### src/rtl/servo_telemetry_uart_tx_pkg.sv
// Shared definitions for the servo UART link: sync byte, TX frame FSM states, baud math.
// Latency: n/a (package only).
// Backpressure: n/a (package only).
package servo_telemetry_uart_tx_pkg;

    localparam logic [7:0] SYNC_BYTE_DEFAULT = 8'hA5;

    // Frame sequencer states
    typedef enum logic [1:0] {
        IDLE      = 2'd0,
        LOAD      = 2'd1,
        SEND_BYTE = 2'd2,
        DONE      = 2'd3
    } tx_state_t;

    // Clocks per serial bit; the receiver derives its sampling from the same value.
    function automatic int baud_tick(input int clk_freq, input int baud_rate);
        return clk_freq / baud_rate;
    endfunction

    // Frame checksum: XOR of the three payload-carrying bytes.
    function automatic logic [7:0] frame_chk(input logic [7:0] sync_byte,
                                             input logic [7:0] x_pos,
                                             input logic [7:0] y_pos);
        return sync_byte ^ x_pos ^ y_pos;
    endfunction

endpackage

### src/rtl/servo_telemetry_uart_tx_byte.sv
// 8N1 byte serializer, LSB first; each bit held BAUD_TICK clocks.
// Latency: uart_tx drops to the start bit on the edge that samples byte_load.
// Backpressure: byte_load is taken only when idle or during the final stop-bit clock (byte_done),
//   which lets the caller chain bytes with no idle gap; loads at other times are ignored.
// Ports: clk50mhz/rst_n (sync, active-low); byte_load + byte_dat in; uart_tx line,
//   tx_busy (byte in flight), byte_done (high during the last clock of the stop bit).
module servo_telemetry_uart_tx_byte #(
    parameter int BAUD_TICK = 5208
) (
    input  logic       clk50mhz,
    input  logic       rst_n,
    input  logic       byte_load,
    input  logic [7:0] byte_dat,
    output logic       uart_tx,
    output logic       tx_busy,
    output logic       byte_done
);

    localparam int CNT_W = (BAUD_TICK > 1) ? $clog2(BAUD_TICK) : 1;
    localparam logic [CNT_W-1:0] TICK_LAST = CNT_W'(BAUD_TICK - 1);

    logic [CNT_W-1:0] baud_cnt;
    logic [3:0]       bit_idx;   // 0 = start, 1..8 = data, 9 = stop
    logic [7:0]       shreg;
    logic             bit_end;

    assign bit_end   = (baud_cnt == TICK_LAST);
    assign byte_done = tx_busy && bit_end && (bit_idx == 4'd9);

    always_ff @(posedge clk50mhz) begin
        if (!rst_n) begin
            uart_tx  <= 1'b1;
            tx_busy  <= 1'b0;
            baud_cnt <= '0;
            bit_idx  <= '0;
            shreg    <= '0;
        end else if (byte_load && (!tx_busy || byte_done)) begin
            uart_tx  <= 1'b0;
            tx_busy  <= 1'b1;
            baud_cnt <= '0;
            bit_idx  <= '0;
            shreg    <= byte_dat;
        end else if (tx_busy) begin
            if (bit_end) begin
                baud_cnt <= '0;
                if (bit_idx == 4'd9) begin
                    tx_busy <= 1'b0;
                    uart_tx <= 1'b1;
                    bit_idx <= '0;
                end else begin
                    bit_idx <= bit_idx + 4'd1;
                    if (bit_idx == 4'd8) begin
                        uart_tx <= 1'b1;  // stop bit
                    end else begin
                        uart_tx <= shreg[0];
                        shreg   <= {1'b0, shreg[7:1]};
                    end
                end
            end else begin
                baud_cnt <= baud_cnt + CNT_W'(1);
            end
        end
    end

endmodule

### src/rtl/servo_telemetry_uart_tx.sv
// Servo telemetry TX: sends {SYNC, X, Y, SYNC^X^Y} as four back-to-back 8N1 bytes on request or periodically.
// Latency: start bit begins 2 edges after the trigger is sampled; frame lasts 40*BAUD_TICK clocks.
// Backpressure: triggers during a frame collapse into one pending frame sent right after the current one.
// Ports: clk50mhz/rst_n (sync, active-low); x_position/y_position snapshotted in LOAD; report_req pulse,
//   report_en level; uart_tx line, busy (LOAD..DONE), frame_done (one cycle after the last stop bit).
module servo_telemetry_uart_tx
    import servo_telemetry_uart_tx_pkg::*;
#(
    parameter int         CLK_FREQ      = 50000000,
    parameter int         BAUD_RATE     = 9600,
    parameter int         REPORT_PERIOD = 5000000,
    parameter logic [7:0] SYNC_BYTE     = SYNC_BYTE_DEFAULT
) (
    input  logic       clk50mhz,
    input  logic       rst_n,
    input  logic [7:0] x_position,
    input  logic [7:0] y_position,
    input  logic       report_req,
    input  logic       report_en,
    output logic       uart_tx,
    output logic       busy,
    output logic       frame_done
);

    localparam int BAUD_TICK = baud_tick(CLK_FREQ, BAUD_RATE);
    localparam int TMR_W     = (REPORT_PERIOD > 1) ? $clog2(REPORT_PERIOD) : 1;
    localparam logic [TMR_W-1:0] TMR_LAST = TMR_W'(REPORT_PERIOD - 1);

    tx_state_t        state;
    logic             pending;
    logic [TMR_W-1:0] period_tmr;
    logic [1:0]       byte_idx;
    logic [7:0]       x_q;
    logic [7:0]       y_q;
    logic [7:0]       chk_q;
    logic             first_load;
    logic             period_hit;
    logic             trigger;
    logic             ser_busy;
    logic             byte_done;
    logic             byte_load;
    logic [1:0]       next_idx;
    logic [7:0]       byte_dat;

    assign period_hit = report_en && (period_tmr == TMR_LAST);
    assign trigger    = report_req || period_hit;

    // Timer only runs while auto-reporting is enabled; disabling restarts the period.
    always_ff @(posedge clk50mhz) begin
        if (!rst_n || !report_en) begin
            period_tmr <= '0;
        end else if (period_tmr == TMR_LAST) begin
            period_tmr <= '0;
        end else begin
            period_tmr <= period_tmr + TMR_W'(1);
        end
    end

    // The first byte is launched from a registered strobe one cycle after the snapshot;
    // later bytes are handed over in the final stop-bit clock so there is no idle gap.
    assign next_idx  = first_load ? 2'd0 : (byte_idx + 2'd1);
    assign byte_load = (first_load && !ser_busy) ||
                       ((state == SEND_BYTE) && byte_done && (byte_idx != 2'd3));

    always_comb begin
        byte_dat = SYNC_BYTE;
        case (next_idx)
            2'd0:    byte_dat = SYNC_BYTE;
            2'd1:    byte_dat = x_q;
            2'd2:    byte_dat = y_q;
            default: byte_dat = chk_q;
        endcase
    end

    always_ff @(posedge clk50mhz) begin
        if (!rst_n) begin
            state      <= IDLE;
            pending    <= 1'b0;
            byte_idx   <= '0;
            x_q        <= '0;
            y_q        <= '0;
            chk_q      <= '0;
            first_load <= 1'b0;
            busy       <= 1'b0;
            frame_done <= 1'b0;
        end else begin
            first_load <= 1'b0;
            frame_done <= 1'b0;
            // Any trigger outside IDLE, including the DONE cycle, is remembered once.
            if (trigger && (state != IDLE)) begin
                pending <= 1'b1;
            end
            case (state)
                IDLE: begin
                    if (trigger || pending) begin
                        state   <= LOAD;
                        pending <= 1'b0;
                        busy    <= 1'b1;
                    end
                end
                LOAD: begin
                    x_q        <= x_position;
                    y_q        <= y_position;
                    chk_q      <= frame_chk(SYNC_BYTE, x_position, y_position);
                    byte_idx   <= '0;
                    first_load <= 1'b1;
                    state      <= SEND_BYTE;
                end
                SEND_BYTE: begin
                    if (byte_done) begin
                        if (byte_idx == 2'd3) begin
                            state      <= DONE;
                            frame_done <= 1'b1;
                        end else begin
                            byte_idx <= byte_idx + 2'd1;
                        end
                    end
                end
                DONE: begin
                    state <= IDLE;
                    busy  <= 1'b0;
                end
                default: begin
                    state <= IDLE;
                    busy  <= 1'b0;
                end
            endcase
        end
    end

    servo_telemetry_uart_tx_byte #(
        .BAUD_TICK (BAUD_TICK)
    ) u_byte (
        .clk50mhz  (clk50mhz),
        .rst_n     (rst_n),
        .byte_load (byte_load),
        .byte_dat  (byte_dat),
        .uart_tx   (uart_tx),
        .tx_busy   (ser_busy),
        .byte_done (byte_done)
    );

endmodule

### config.mk
export PLATFORM = sky130hd
export DESIGN_NAME = servo_telemetry_uart_tx
export DESIGN_NICKNAME = d
export VERILOG_FILES = /design/src/rtl/servo_telemetry_uart_tx_pkg.sv /design/src/rtl/servo_telemetry_uart_tx_byte.sv /design/src/rtl/servo_telemetry_uart_tx.sv
export SDC_FILE = /design/constraint.sdc
export NUM_CORES = 1
export LEC_CHECK = 0
export ABC_AREA = 1
export BUFFER_PORTS_ARGS = -buffer_cell sky130_fd_sc_hd__buf_4
export CORE_MARGIN = 2
export CORE_UTILIZATION = 55
export DETAILED_ROUTE_END_ITERATION = 8
export GPL_TIMING_DRIVEN = 1
export PLACE_DENSITY = 0.86
export SYNTH_ARGS = -nofsm -noshare
export SYNTH_HDL_FRONTEND = slang
export SYNTH_SLANG_ARGS = --single-unit
### constraint.sdc
create_clock -name clk50mhz -period 1.5 [get_ports clk50mhz]
set_input_delay 0 -clock clk50mhz [delete_from_list [all_inputs] [get_ports clk50mhz]]
set_output_delay 0 -clock clk50mhz [all_outputs]
set_load 0.005 [all_outputs]
Word level (Yosys, flattened, before mapping)
Cells that the tools add are included.
{ "word_totals": {"ram_bits": 0, "reg_bits": 82, "output_inout_bits": 3, "latchBits": 0, "input_bits": 20, "n_memories": 0, "romBits": 0, "wordCells": 103} }
{ "op_classes": {"n_eq_ne": 17, "bitwise_logic": 3, "muxes": 32, "reduce_logical": 32, "mul": 0, "div": 0, "n_lt_le_gt_ge": 0, "shift": 0, "n_addsub": 4} }
{ "ops": {"columns": ["op", "count"], "rows": [
  ["two-way mux 8 bit", 5],
  ["case mux 8 bit (3 select lines)", 1],
  ["adder 23 x 1 -> 23 bit (second input constant)", 1],
  ["equality test 23 bit (second input constant)", 1],
  ["two-way mux 1 bit", 15],
  ["adder 13 x 1 -> 13 bit (second input constant)", 1],
  ["equality test 13 bit (second input constant)", 1],
  ["two-way mux 13 bit", 1],
  ["two-way mux 2 bit", 6],
  ["inequality test 2 bit (second input constant)", 5],
  ["nonzero test 2 bit", 5],
  ["AND reduction 3 bit", 3],
  ["equality test 2 bit (second input constant)", 4],
  ["equality test 4 bit (second input constant)", 2],
  ["logical AND 1 bit", 8],
  ["case mux 2 bit (4 select lines)", 1],
  ["XOR 8 bit", 1],
  ["AND reduction 2 bit", 3],
  ["logical OR 1 bit", 5],
  ["adder 4 x 1 -> 4 bit (second input constant)", 1],
  ["equality test 2 x 1 -> 1 bit (second input constant)", 2],
  ["zero test 2 bit", 2],
  ["two-way mux 4 bit", 1],
  ["inequality test 2 x 1 -> 1 bit (second input constant)", 2],
  ["other kinds (8)", 11]
]} }

Logic depth before layout (Yosys ltp)
Gate-level depths: netlist of run 1.
{ "depth": {"depth_word": 9, "mapped_depth": 11, "mapped_depth_nobuf": 11} }

By module
A second synthesis of run 1 with hierarchy kept.
{ "unflattened": {"cells_unflattened": 567, "area_unflattened_um2": 3975.1} }
{ "modules_own_cells": {"columns": ["module", "seq_area_each_um2", "area_each_um2", "instances", "cells_each"], "rows": [
  ["servo_telemetry_uart_tx", 1101.1, 2560.0, 1, 360],
  ["servo_telemetry_uart_tx_byte", 540.5, 1415.1, 1, 207]
]} }

Worst setup path after synthesis of run 1
Ideal clock, no wire load.
{ "synth_timing": {"path_type": "register to register", "from": "register byte_idx[0]", "to": "register u_byte.shreg[0]", "setup_ps": 128, "required_ps": 1372, "setup_slack_ps": -106, "path_stages_with_launch": 11, "period_less_slack_ps": 1606, "arrival_time_ps": 1478, "n_path_buf": 0, "cell_sequence": "dfxtp_1 ha_1 nand2_1 nor2_1 inv_1 nor2_1 a21oi_1 nand2_1 nand2_1 nor2_1 nor2_1"} }
{ "synth_between": {"elab_chain_cells": 6, "elab_cells_between_ends": 16, "cone_classes": "add/sub: 1; eq/ne: 5; mux: 3; reduce/logical: 7"} }
{ "synth_lines": {"columns": ["item", "line", "source"], "rows": [
  ["start: declaration", "servo_telemetry_uart_tx.sv:32", "logic [1:0] byte_idx;"],
  ["start signal: assignment", "servo_telemetry_uart_tx.sv:115", "byte_idx <= byte_idx + 2'd1;"],
  ["branches (longest 6 deep; another with adder 2 x 1 -> 2 bit)", null, null],
  ["end signal: assignment", "servo_telemetry_uart_tx_byte.sv:42", "shreg <= byte_dat;"],
  ["end signal: assignment", "servo_telemetry_uart_tx_byte.sv:56", "shreg <= {1'b0, shreg[7:1]};"],
  ["end: declaration", "servo_telemetry_uart_tx_byte.sv:24", "logic [7:0] shreg;"]
]} }
Several ways; the timed one is not identified.
A chain may end at the register's enable or synchronous reset.

Final worst setup path of run 1
{ "layout_timing": {"from": "register u_byte.baud_cnt[6]", "to": "register u_byte.bit_idx[2]"} }
{ "layout_between": {"elab_chain_cells": 8, "elab_cells_between_ends": 10, "cone_classes": "eq/ne: 1; reduce/logical: 9"} }
{ "layout_lines": {"columns": ["item", "line", "source"], "rows": [
  ["start: declaration", "servo_telemetry_uart_tx_byte.sv:22", "logic [CNT_W-1:0] baud_cnt;"],
  ["start signal: assignment", "servo_telemetry_uart_tx_byte.sv:60", "baud_cnt <= baud_cnt + CNT_W'(1);"],
  ["equality test 13 bit *", "servo_telemetry_uart_tx_byte.sv:27", "assign bit_end = (baud_cnt == TICK_LAST);"],
  ["logical AND 1 bit (2 in a row)", "servo_telemetry_uart_tx_byte.sv:28", "assign byte_done = tx_busy && bit_end && (bit_idx == 4'd9);"],
  ["logical AND 1 bit (2 in a row)", "servo_telemetry_uart_tx.sv:63", "((state == SEND_BYTE) && byte_done && (byte_idx != 2'd3));"],
  ["logical OR 1 bit", "servo_telemetry_uart_tx.sv:62", "assign byte_load = (first_load && !ser_busy) ||"],
  ["logical AND 1 bit", "servo_telemetry_uart_tx_byte.sv:37", "end else if (byte_load && (!tx_busy || byte_done)) begin"],
  ["OR reduction 2 bit (no source line)", null, null],
  ["end signal: assignment", "servo_telemetry_uart_tx_byte.sv:51", "bit_idx <= bit_idx + 4'd1;"],
  ["end: declaration", "servo_telemetry_uart_tx_byte.sv:23", "logic [3:0] bit_idx;"]
]} }
Every way passes the cells marked *; elsewhere a longest branch is shown, timed or not.

==> run summary, run 1 <==
Port Buffers = 22
P_int = 4.03 mW
status = complete, but fails checks
fin. max-slew vios = 0
Vias = 4700
post-synthesis net count = 601
Seq cells post-synth = 82
R2R Path Start = u_byte.baud_cnt[6]$_SDFFE_PP0P_
NumNets Final = 704
GR Util All Layers = 0.308
global route overflow = 0
async set or reset register ratio after synthesis = 0
Place WS = -0.0975 ns
Sw Ratio = 0.355
max layer used = met4
WL/cell = 17.8 µm
hold crit path type = primary input to flop
Root Driver = clkbuf_8
WHS = 0.0409 ns
share of cells above drive strength 1 = 0.311
setup TNS = -3.23 ns
Routed WL = 13.9 mm
met3 WL = 1.06 mm
Slew HR = 0.490
number of global-route vias before repair = 4328
Ys Warns = 0
die area = 8040 µm²
DR pass1 iterations = 9
mapped cell area = 4040 µm²
Netlist cell types = 43
WHS Path Cells = 5
DR vias/cell = 6.03
initial antenna violation count = 0
die width = 89.7 µm
hold path start = report_req
combinational share of power = 0.294
nature of the critical path endpoint = flop
Post-Route Skew = 0.00927 ns
cell type with the largest total area after synthesis = dfxtp_1
post-route minimum period = 1.70 ns
Clock Power Share = 0.283
clock buffer count from CTS = 9
met2 WL = 6.94 mm
maximum fanout along the worst path = 5
row count = 31
Yosys top cell area share = 0.407
CTS max path bufs = 2
count leader, synth = nand2_1
Num Clock Sinks = 82
Required @ worst endpoint = 1.74 ns
top cells by area, synth = dfxtp_1 (41%), nand2_1 (12%), nor2_1 (8.7%)
Initial Utilization = 0.562
Antenna diodes = 0
DRC = 2
max cap viols = 0
P&R area growth vs syn = 37.6%
slew at the pin closest to its max-slew limit = 0.764 ns
most frequent cells after synthesis = nand2_1 (128), nor2_1 (93), dfxtp_1 (82)
violated checks = design-rule violations, negative setup slack
final hold violation count = 0
kind of critical path = flop to flop
M1 wire length = 4.92 mm
Leak = 2.27 nW
first-pass GRT wire length = 19.2 mm
PwrDens = 1130 nW/µm²
Final Setup Violations = 51
Synth Instances = 573
sequential share of power = 0.423
post-route ant nets = 0
top achievable clock speed = 587 MHz
fin worst setup slack = -0.205 ns
worst skew pair latency = 0.37 ns
R2R setup slack = -0.20 ns
Initial DRC Count = 472
Routability Congestion = 0.951
CP startpoint kind = flop
Die Ht = 89.7 µm
Worst VDD drop = 1.17 mV
Layout Utilization = 0.773
Post-DP HPWL = 7.07 mm
Post-synth EDFFs = 0
reg2reg end = u_byte.bit_idx[2]$_SDFFE_PP0N_
Seq/Total Area, Yosys = 0.407
Worst R2R Path Depth = 8
H-tree levels = 3
Placeable Area = 7180 µm²
Mapped Avg Cell Area = 7.04 µm²
Post-synth top flop = dfxtp_1
Hold Crit Endpoint = busy$_SDFFE_PN0P_
NetSw = 2.22 mW
Reg clk slew, reported paths = 0.09 ns
RSZ-0062 raised after global routing = true
largest net degree at the start of global routing = 25
CTS tree = done
Final Cycle Share = 1.14
CP arrival = 1.95 ns
I/O pin total = 23
layer usage:
metal,GRT usage,up-vias
li1,-,2080
met4,0.172,0
met3,0.0585,119
met1,0.349,2176
met2,0.541,325
met5,0,-
power groups by stage:
stage               Combinational [mW]  Clock, mW  Sequential [mW]
floorplan                        0.953          0             2.62
global placement                  1.33          0             2.64
detailed placement                1.40          0             2.65
CTS                               1.55       1.72             2.61
global route                      2.00       1.81             2.65
finish                            1.84       1.77             2.65
worst max-delay path, stage by stage, from the launching register on:
cell     delay [ns]
dfxtp_1        0.35
buf_4          0.15
nand2_1        0.08
nor2_1         0.17
nand2_2        0.09
nor2_4         0.17
nand2_2        0.12
nor4_1         0.35
nor3_2         0.10
cells by family after synthesis:
family | share of synthesized area
and+or+nand+nor | 0.354
buffers and inverters | 0.0735
xor gates and xnor gates | 0.0347
adders and majority gates | 0.0248
AOI/OAI and AO/OA | 0.106
DFF | 0.407
sequential cells by signal, summed over array words and instances, names as in the netlist:
register,flops
frame_done,1
pending,1
period_tmr,23
x_q,8
u_byte.baud_cnt,13
byte_idx,2
busy,1
first_load,1
state,2
chk_q,8
y_q,8
u_byte.tx_busy,1
u_byte.bit_idx,4
u_byte.shreg,8
u_byte.uart_tx,1
cell usage in the layout (no fill, tap or decap), drive strengths merged, types with 2 or more instances in the layout:
cell and n:
a211oi 2, a21oi 42, a22oi 3, buf 87, clkbuf 11, clkinvlp 3, dfxtp 82, dlygate4sd3 17
ha 8, inv 64, nand2 134, nand3 28, nand3b 2, nand4 16, nor2 100, nor3 18
nor3b 4, nor4 4, o21ai 17, o221ai 5, o31ai 3, or2 6, xnor2 8, xor2 8
worst max-delay path by stage:
| stage | from | endpoint | slack [ns] | cells after the start |
|---|---|---|---|---|
| 2_1_floorplan | period_tmr[1]$_SDFF_PP0_ | period_tmr[16]$_SDFF_PP0_ | -0.02 | 7 |
| 3_3_place_gp | period_tmr[1]$_SDFF_PP0_ | state[1]$_SDFFE_PN0P_ | -0.04 | 10 |
| 3_5_place_dp | u_byte.baud_cnt[1]$_SDFFE_PP0P_ | state[1]$_SDFFE_PN0P_ | -0.1 | 11 |
| 4_1_cts | u_byte.baud_cnt[0]$_SDFFE_PP0P_ | u_byte.shreg[1]$_SDFFE_PN0P_ | -0.11 | 10 |
| 5_1_grt | byte_idx[1]$_SDFFE_PN0P_ | u_byte.shreg[0]$_SDFFE_PN0P_ | -0.34 | 9 |
| 6_report | u_byte.baud_cnt[6]$_SDFFE_PP0P_ | u_byte.bit_idx[2]$_SDFFE_PP0N_ | -0.20 | 8 |
final cells by class:
type | instances | area [µm²]
clock buffer | 11 | 151
clock inverter | 5 | 61.3
fill | 401 | 1630
inverter | 64 | 244
multi-input combinational | 415 | 2450
sequential | 82 | 1670
tap | 99 | 124
timing repair buffer | 104 | 857
metrics by stage:
| step | instance area, µm² | instances | total power [mW] |
|---|---|---|---|
| 2_1_floorplan | 4090 | 573 | 3.57 |
| 3_3_place_gp | 4730 | 736 | 3.97 |
| 3_5_place_dp | 4730 | 736 | 4.06 |
| 4_1_cts | 5310 | 777 | 5.88 |
| 5_1_grt | 5550 | 780 | 6.46 |
| 6_report | 5550 | 780 | 6.25 |
repair_timing:
item	CTS	global route
pin swaps	10	28
endpoints found under the hold margin	24	0
gates resized for setup	37	66
cloned	0	1
hold buffers	17	0
setup buffers	8	2
setup endpoints to repair	50	66
Power figures use the tool's default switching activity.
==> run 2: changes to the inputs <==
--- a/config.mk
+++ b/config.mk
@@ -5,13 +5,12 @@
 export SDC_FILE = /design/constraint.sdc
 export NUM_CORES = 1
 export LEC_CHECK = 0
-export ABC_AREA = 1
 export BUFFER_PORTS_ARGS = -buffer_cell sky130_fd_sc_hd__buf_4
 export CORE_MARGIN = 2
-export CORE_UTILIZATION = 55
+export CORE_UTILIZATION = 54
 export DETAILED_ROUTE_END_ITERATION = 8
 export GPL_TIMING_DRIVEN = 1
-export PLACE_DENSITY = 0.86
+export PLACE_DENSITY = 0.85
 export SYNTH_ARGS = -nofsm -noshare
 export SYNTH_HDL_FRONTEND = slang
 export SYNTH_SLANG_ARGS = --single-unit
==> run summary, run 2 <==
count leader, synth = dfxtp_1
H-tree levels = 3 (unchanged)
Slew HR = 0.630 (+0.140)
Placeable Area = 6830 µm² (-4.8%)
Mapped Avg Cell Area = 8.94 µm² (+27%)
Netlist cell types = 47 (+9.3%)
share of cells above drive strength 1 = 0.398 (+0.0866)
max reg flops = 23 (unchanged)
row count = 30 (-3.2%)
violated checks = negative setup slack
post-route minimum period = 2.20 ns (+0.499 ns)
Post-synth top flop = dfxtp_1
fin worst setup slack = -0.704 ns (-0.499 ns)
Post-DP HPWL = 6.20 mm (-12%)
DR pass1 iterations = 5 (-4)
initial antenna violation count = 1 (+1)
kind of critical path = flop to flop
slowest stage cell, crit path = or4bb_4
Worst R2R Path Depth = 6 (-2)
Leak = 2.21 nW (-2.6%)
WHS = 0.0877 ns (+0.0468 ns)
RSZ-0062 raised after global routing = true
Routability Congestion = 0.824 (-13%)
NumNets Final = 587 (-17%)
Required @ worst endpoint = 1.76 ns (+0.02 ns)
CP cell instances = or4bb_4, nor4_4, buf_4, nand3_2, a22o_1, mux2i_1
I/O pin total = 23 (unchanged)
Num Clock Sinks = 82 (unchanged)
commonest non-fill, non-tap cell in the layout = buf_4
CP startpoint kind = flop
first-pass GRT wire length = 19.3 mm (+0.68%)
global route overflow = 0 (unchanged)
die width = 88.2 µm (-1.6%)
post-synthesis net count = 456 (-24%)
PwrDens = 1210 nW/µm² (+7.1%)
Initial Utilization = 0.560 (-0.00208)
Ys Warns = 0 (unchanged)
Final Setup Violations = 59 (+16%)
Antenna diodes = 0 (unchanged)
status = complete, but fails checks
Root Driver = clkbuf_8
number of global-route vias before repair = 4060 (-6.2%)
post-route ant nets = 0 (unchanged)
mapped cell area = 3830 µm² (-5.1%)
most frequent cells in the layout = buf_4 (101), dfxtp_1 (75), nor2_1 (42)
die area = 7780 µm² (-3.2%)
fin. max-slew vios = 0 (unchanged)
Reg clk slew, reported paths = 0.11 ns (+0.02 ns)
biggest regs = period_tmr: 23 flops, u_byte.baud_cnt: 13 flops
top achievable clock speed = 454 MHz (-23%)
max incr delay on CP = 0.55 ns (+0.20 ns)
Post-synth EDFFs = 0 (unchanged)
Routed WL = 15.6 mm (+12%)
Seq/Total Area, Yosys = 0.429 (+0.0221)
slew at the pin closest to its max-slew limit = 0.553 ns (-0.212 ns)
Final Total Pwr = 7.02 mW (+12%)
Synth Instances = 428 (-25%)
P&R area growth vs syn = 52.1%
Place WS = -0.520 ns (-0.423 ns)
CTS max path bufs = 2 (unchanged)
async set or reset register ratio after synthesis = 0 (unchanged)
Port Buffers = 22 (unchanged)
Post-Route Skew = 0.0187 ns (+0.00946 ns)
WHS Path Cells = 5 (unchanged)
maximum fanout along the worst path = 4 (-1)
Seq cells post-synth = 82 (unchanged)
Yosys top cell area share = 0.429 (+0.0221)
Top reg by flops = period_tmr
final hold violation count = 0 (unchanged)
max cap viols = 0 (unchanged)
most frequent cells after synthesis = dfxtp_1 (82), nor2_1 (73), mux2i_1 (27)
DR vias/cell = 6.43 (+6.7%)
nature of the critical path endpoint = flop
GR Util All Layers = 0.322 (+0.0141)
cell type with the largest total area after synthesis = dfxtp_1
Final Cycle Share = 1.47 (+0.333)
clock buffer count from CTS = 9 (unchanged)
WL/cell = 23.6 µm (+33%)
Area after DPL = 4710 µm² (-0.45%)
CTS tree = done
CP arrival = 2.47 ns (+0.52 ns)
hold crit path type = primary input to flop
DRC = 0 (-2)
Initial DRC Count = 518 (+9.7%)
Die Ht = 88.2 µm (-1.6%)
setup TNS = -21.48 ns (-18.25 ns)
largest net degree at the start of global routing = 33 (+32%)
Vias = 4237 (-9.9%)
top cells by area, synth = dfxtp_1 (43%), nor2_1 (7.2%), mux2i_1 (7.1%)
worst skew pair latency = 0.38 ns (about the same)
Finished Cell Area = 5820 µm² (+4.9%)
Worst VDD drop = 1.65 mV (+42%)
[run 2: kinds of logic after synthesis]
logic type               synth area share
XOR/XNOR                           0.0938
multiplexers                       0.0765
AO/OA/AOI/OAI                      0.0853
buffers and inverters              0.0304
flip-flops                          0.429
AND/OR/NAND/NOR                     0.259
adder cells (fa/ha/maj)            0.0262
[run 2: critical path, delay by kind of cell, from the launching register on]
kind	cells	cell delay, ns
AND/OR/NAND/NOR	3	0.98
multiplexers	1	0.30
buffers and inverters	1	0.21
AO/OA/AOI/OAI	1	0.25
flip-flops	1	0.34
[run 2: worst paths after layout]
path                                                  startpoint                            to  slack (ns)
worst min register to register      u_byte.shreg[2]$_SDFFE_PN0P_  u_byte.shreg[1]$_SDFFE_PN0P_        0.49
worst min-delay path                                  report_req         state[0]$_SDFFE_PN0P_        0.09
worst max-delay path            u_byte.baud_cnt[11]$_SDFFE_PP0P_         state[1]$_SDFFE_PN0P_       -0.70
worst max register to register  u_byte.baud_cnt[11]$_SDFFE_PP0P_         state[1]$_SDFFE_PN0P_       -0.70
[run 2: repair_timing]
action | CTS | global route
gates cloned | 2 | 3
hold endpoints to repair | 26 | 0
buffers inserted | 9 | 12
pin swaps | 19 | 31
resized for setup | 46 | 81
endpoints found under the setup margin | 56 | 67
hold buffers | 17 | 0
[run 2: layout make-up]
class / instances / area, µm²
tap: 96 / 120
timing repair buffer: 138 / 1220
sequential: 82 / 1650
multi-input combinational: 317 / 2500
inverter: 11 / 43.8
clock inverter: 5 / 150
clock buffer: 10 / 138
fill: 278 / 1010
[run 2: power breakdown]
group / internal, mW / switching [mW] / leakage [nW] / total, mW
registers: 2.46 / 0.201 / 0.670 / 2.66
clock network: 1.48 / 0.903 / 0.143 / 2.38
logic: 0.919 / 1.06 / 1.40 / 1.98
total: 4.86 / 2.16 / 2.21 / 7.02
[run 2: through the flow]
stage | std cells | utilization
after floorplan | 428 | -
after global placement | 605 | 0.689
after detailed placement | 605 | 0.689
after CTS | 648 | 0.789
after global routing | 659 | 0.852
final | 659 | 0.852
[run 2: layer usage]
layer,part of all wire,vias up,global-route usage,wire length [µm]
met5,0.00084,-,0,13
met4,0.082,2,0.179,1270
met3,0.10,153,0.0679,1570
met2,0.46,400,0.549,7200
met1,0.35,1934,0.376,5500
li1,-,1748,-,-
